File: src/rtl/hamm_serial_sched.sv
// Round-robin scheduler feeding one shared serial Hamming(7,4) datapath.
// Optional HAMM_ERR_COUNT_EN adds a saturating corrected-frame counter (err_cnt).
module hamm_serial_sched #(
   parameter int HALF_PERIOD = 1,
   parameter int SETTLE_CYC  = 2
) (
   input  logic       clk,
   input  logic       rst,
   input  logic [1:0] req,
   input  logic [6:0] cw0,
   input  logic [6:0] cw1,
   input  logic [6:0] dp_hamm,
   input  logic [3:0] dp_disp,
   output logic [1:0] ack,
   output logic [3:0] rsp_data,
   output logic [6:0] rsp_hamm,
   output logic       busy,
   output logic       grant_id,
   output logic       ser_d,
   output logic       ser_strobe
`ifdef HAMM_ERR_COUNT_EN
   ,
   output logic [7:0] err_cnt
`endif
);

   typedef enum logic [2:0] {
      IDLE     = 3'd0,
      SHIFT_LO = 3'd1,
      SHIFT_HI = 3'd2,
      SETTLE   = 3'd3,
      RESP     = 3'd4
   } state_t;

   localparam logic [3:0] HP_LAST = 4'(HALF_PERIOD - 1);
   localparam logic [3:0] SC_LAST = 4'(SETTLE_CYC - 1);

   state_t     state_r;
   logic [6:0] shreg_r;
   logic [2:0] bit_idx_r;
   logic [3:0] cnt_r;
   logic       last_r;
   logic       pick_s;
   logic [6:0] cw_sel_s;

   // Arbitration: with both requesting, serve the one not served last.
   always_comb begin
      pick_s = 1'b0;
      if (req == 2'b11) begin
         pick_s = ~last_r;
      end else if (req[1]) begin
         pick_s = 1'b1;
      end else begin
         pick_s = 1'b0;
      end
   end

   // Codeword mux for the requester about to be granted.
   always_comb begin
      cw_sel_s = cw0;
      if (pick_s) begin
         cw_sel_s = cw1;
      end else begin
         cw_sel_s = cw0;
      end
   end

   // Frame sequencer with all outputs registered.
   always_ff @(posedge clk or posedge rst) begin
      if (rst) begin
         state_r    <= IDLE;
         shreg_r    <= 7'd0;
         bit_idx_r  <= 3'd0;
         cnt_r      <= 4'd0;
         last_r     <= 1'b1;
         ack        <= 2'b00;
         rsp_data   <= 4'd0;
         rsp_hamm   <= 7'd0;
         busy       <= 1'b0;
         grant_id   <= 1'b0;
         ser_d      <= 1'b0;
         ser_strobe <= 1'b0;
`ifdef HAMM_ERR_COUNT_EN
         err_cnt    <= 8'd0;
`endif
      end else begin
         case (state_r)
            IDLE: begin
               ack <= 2'b00;
               if (req != 2'b00) begin
                  shreg_r    <= cw_sel_s;
                  grant_id   <= pick_s;
                  last_r     <= pick_s;
                  busy       <= 1'b1;
                  bit_idx_r  <= 3'd6;
                  cnt_r      <= 4'd0;
                  ser_d      <= cw_sel_s[6];
                  ser_strobe <= 1'b0;
                  state_r    <= SHIFT_LO;
               end
            end
            SHIFT_LO: begin
               if (cnt_r == HP_LAST) begin
                  cnt_r      <= 4'd0;
                  ser_strobe <= 1'b1;
                  state_r    <= SHIFT_HI;
               end else begin
                  cnt_r <= cnt_r + 4'd1;
               end
            end
            SHIFT_HI: begin
               if (cnt_r == HP_LAST) begin
                  cnt_r      <= 4'd0;
                  ser_strobe <= 1'b0;
                  if (bit_idx_r == 3'd0) begin
                     ser_d   <= 1'b0;
                     state_r <= SETTLE;
                  end else begin
                     bit_idx_r <= bit_idx_r - 3'd1;
                     ser_d     <= shreg_r[bit_idx_r - 3'd1];
                     state_r   <= SHIFT_LO;
                  end
               end else begin
                  cnt_r <= cnt_r + 4'd1;
               end
            end
            SETTLE: begin
               if (cnt_r == SC_LAST) begin
                  cnt_r         <= 4'd0;
                  rsp_data      <= dp_disp;
                  rsp_hamm      <= dp_hamm;
                  ack[grant_id] <= 1'b1;
                  state_r       <= RESP;
`ifdef HAMM_ERR_COUNT_EN
                  // A differing codeword means the datapath flipped a bit.
                  if ((dp_hamm != shreg_r) && (err_cnt != 8'hFF)) begin
                     err_cnt <= err_cnt + 8'd1;
                  end
`endif
               end else begin
                  cnt_r <= cnt_r + 4'd1;
               end
            end
            RESP: begin
               ack     <= 2'b00;
               busy    <= 1'b0;
               state_r <= IDLE;
            end
            default: begin
               ack        <= 2'b00;
               busy       <= 1'b0;
               ser_d      <= 1'b0;
               ser_strobe <= 1'b0;
               state_r    <= IDLE;
            end
         endcase
      end
   end

endmodule

File: config.mk
export PLATFORM = sky130hd
export DESIGN_NAME = hamm_serial_sched
export DESIGN_NICKNAME = d
export VERILOG_FILES = /design/src/rtl/hamm_serial_sched.sv
export SDC_FILE = /design/constraint.sdc
export NUM_CORES = 1
export LEC_CHECK = 0
export BUFFER_PORTS_ARGS = -buffer_cell sky130_fd_sc_hd__buf_2
export CAP_MARGIN = 20
export CELL_PAD_IN_SITES_DETAIL_PLACEMENT = 1
export CELL_PAD_IN_SITES_GLOBAL_PLACEMENT = 1
export CORE_MARGIN = 2
export CORE_UTILIZATION = 41
export CTS_CLUSTER_DIAMETER = 100
export DETAILED_ROUTE_END_ITERATION = 8
export PLACE_DENSITY_LB_ADDON = 0.1
export SLEW_MARGIN = 20
export SYNTH_ARGS = -nofsm -noshare
export SYNTH_HDL_FRONTEND = slang
export SYNTH_SLANG_ARGS = --single-unit
File: constraint.sdc
create_clock -name clk -period 2.1 [get_ports clk]
set_input_delay 0.315 -clock clk [delete_from_list [all_inputs] [get_ports clk]]
set_output_delay 0.315 -clock clk [all_outputs]
set_load 0.01 [all_outputs]
==> flow_summary.ini <==
[timing]
finalCriticalPeriod_ns = 1.950
final.setup.worst_slack_ns = 0.1501
fin_crit_sh_pct = 92.85
hold_violations = 0
fmax_mhz = 512.8
fin_skew_ns = 0.01292
setup_viol = 0
relSlewSlack_pct = 62.65
maxSlewViolCount = 0
rsz0062_at_grt = no
setup_tns_ns = 0
worstMarginPinSlew_ns = 0.5602

[die]
die_w_um = 71
ioPinCount = 46
die_area_um2 = 5041
start_util_pct = 42.27
core_area_um2 = 4354
rows = 24
dieHeight_um = 71

[cts]
cts.sinks = 35
path_clk_slew_ns = 0.08
htree_levels = 2
worst_skew_pair.late_latency_ns = 0.29
cts_setup_buffers = 0
cts_buffers = 5
cts_hold_buffers = 0
cts_tree = built
clk_path_buf_depth = 2
cts_root_buf = clkbuf_8
cts-resized-gates = 0

[power_and_ir_drop]
switchingPower_mw = 1.269
comb_power_share_pct = 41.7
p_leak_nw = 1.080
p_int_mw = 2.163
switching_share_pct = 36.98
p_seq_share_pct = 37.0
irDropWorstVdd_mv = 0.6392
clkPwrFrac_pct = 21.4
p_per_area_nw_per_um2 = 1495

[logic_synthesis]
ys_seq_area_share_pct = 47.65
yosys.area_share.simple_pct = 13.39
synth_fa_ha_area_share_pct = 4.079
synth_top_area_share_pct = 46.23
muxShareOfSynthArea_pct = 13.53
ys_types = 44
yosysWarnings = 0
synth_xor_xnor_area_share_pct = 1.428
synth_area_leader_cell = dfrtp_1
synth.cell_area_um2 = 1841
syn_inst = 165
ys_seq_elements = 35
synth_top_family_by_area = compound AO/OA/AOI/OAI gates
async_reset_ff_share_pct = 100.0
synth_common_cells = dfrtp_1 (34), o21ai_0 (16), nand2_1 (13), mux2_2 (12), inv_1 (10)
synth_edf_count = 0
yosysMostFrequentCell = dfrtp_1
avgSynthCellArea_um2 = 11.15
synthTopCellsByArea = dfrtp_1 (46%), mux2_2 (7.3%), mux2i_1 (4.4%)
synth_compound_area_share_pct = 15.50
synthFlopType = dfrtp_1
mappedNetlistNets = 200

[final_layout]
fill_cells = 493
finalInstanceArea_um2 = 2296
drive_gt1_share_pct = 38.53
n_antenna_cell = 0
syn_to_final_growth_pct = 24.74
final_nets = 252
fin_cells = 270

[placed_design]
place_ws_ns = 0.1130
gp_congestion = 0.8636
dp_hpwl_um = 3341
port_buffers = 45
placed_cell_area_um2 = 2152
dpl.cell_count = 261

[global_routing]
grt_pass1_wl_um = 7569
grt_remaining_overflow = 0
first_global_vias = 1626
antenna_found_initial = 0
grtUsageTotal_pct = 18.96
grt_max_degree = 36

[critical_path]
cp-end-kind = flip-flop
r2r_cells = 6
required_ns = 2.28
crit_arrival_ns = 2.13
worst-setup-path-type = flip-flop to flip-flop
path_max_fanout = 6
cp-start-kind = flip-flop

[drt]
totalWireLength_um = 4405
final_antenna_net_count = 0
wl_per_cell_um = 16.31
drt-initial-drc-count = 61
vias_per_cell = 5.344
drc = 0
drt-pass1-iter-count = 4
vias = 1443

[min_path]
hold_class = input pin to asynchronous set/reset pin

[status]
status = finished clean

[flow_run]
cap_violations = 0
-- per-stage QoR --
stage | power, mW | util [%] | hold slack, ns
floorplan | 2.204 | - | 0.3850
global placement | 2.599 | 49.43 | 0.4351
detailed placement | 2.707 | 49.43 | 0.4572
CTS | 3.456 | 52.56 | 0.1346
global route | 3.713 | 52.73 | 0.1582
finish | 3.433 | 52.73 | 0.1188
-- path summary, 6_finish.rpt --
path	startpoint	to	slack (ns)
min in group clk	dp_hamm[1]	rsp_hamm[1]	0.26
min	rst	ack[1]	0.12
max reg2reg	cnt_r[1]	bit_idx_r[1]	0.15
min reg2reg	shreg_r[4]	shreg_r[4]	0.50
max in group asynchronous	rst	last_r	1.63
max	cnt_r[1]	bit_idx_r[1]	0.15
-- final cells by class --
class | instances | area [um^2] | area share (%)
clock buffer | 5 | 68.82 | 2.997
clock inverter | 3 | 67.56 | 2.943
inverter | 10 | 37.54 | 1.635
multi-input combinational | 112 | 882.1 | 38.42
sequential | 35 | 877.1 | 38.20
tap | 52 | 65.06 | 2.834
timing repair buffer | 53 | 297.8 | 12.97
-- critical path, cell delays in order (launching register included) --
cell      delay, ns
dfrtp_1        0.43
inv_1          0.13
ha_1           0.17
nor3b_4        0.32
nand3_1        0.16
a211oi_2       0.29
mux2_1         0.35
-- placed cells by master, fill, tap and decap left out, types with 2 or more instances in the layout --
cell type	n
bufinv_16	2
buf_4	7
nor3b_4	2
nand3_1	4
a21o_1	2
o21ai_0	16
inv_1	10
dfrtp_1	34
clkbuf_8	5
buf_2	45
o211a_1	3
a21oi_1	6
nand3b_1	3
nor3b_2	2
nand4_1	2
mux2_2	12
nand2_1	13
nand2b_1	2
a22o_1	2
nor2_1	6
or3_1	2
mux2i_1	8
ha_1	6
o211ai_1	2
xnor2_1	2
-- cells by family (layout without fill, tap and decap cells) --
group / Yosys count / after routing
compound gates: 41 / 41
simple gates: 40 / 40
flops: 35 / 35
mux: 22 / 22
buf+inv: 18 / 71
fa+ha+maj: 6 / 6
xor+xnor: 3 / 3
-- flip-flops by register name (all words and copies together), names as in the netlist --
name,cells
grant_id,1
ser_strobe,1
rsp_hamm,7
ack,2
cnt_r,4
state_r,3
shreg_r,7
ser_d,1
last_r,1
rsp_data,4
bit_idx_r,3
busy,1
-- metal layers --
layer	up-vias	wire [um]	track usage (%)
met5	-	0	0
met4	0	48	5.241
met3	7	185	5.128
met2	31	2233	32.81
met1	708	1937	23.32
li1	697	-	-
-- power by group through the flow --
stage,Combinational [mW],Clock [mW],Sequential [mW]
after floorplan,0.966,0,1.24
after CTS,1.44,0.750,1.27
after global routing,1.61,0.787,1.32
after detailed placement,1.43,0,1.28
after global placement,1.35,0,1.25
final,1.43,0.734,1.27
No activity file was read; power rests on OpenSTA's default activity.
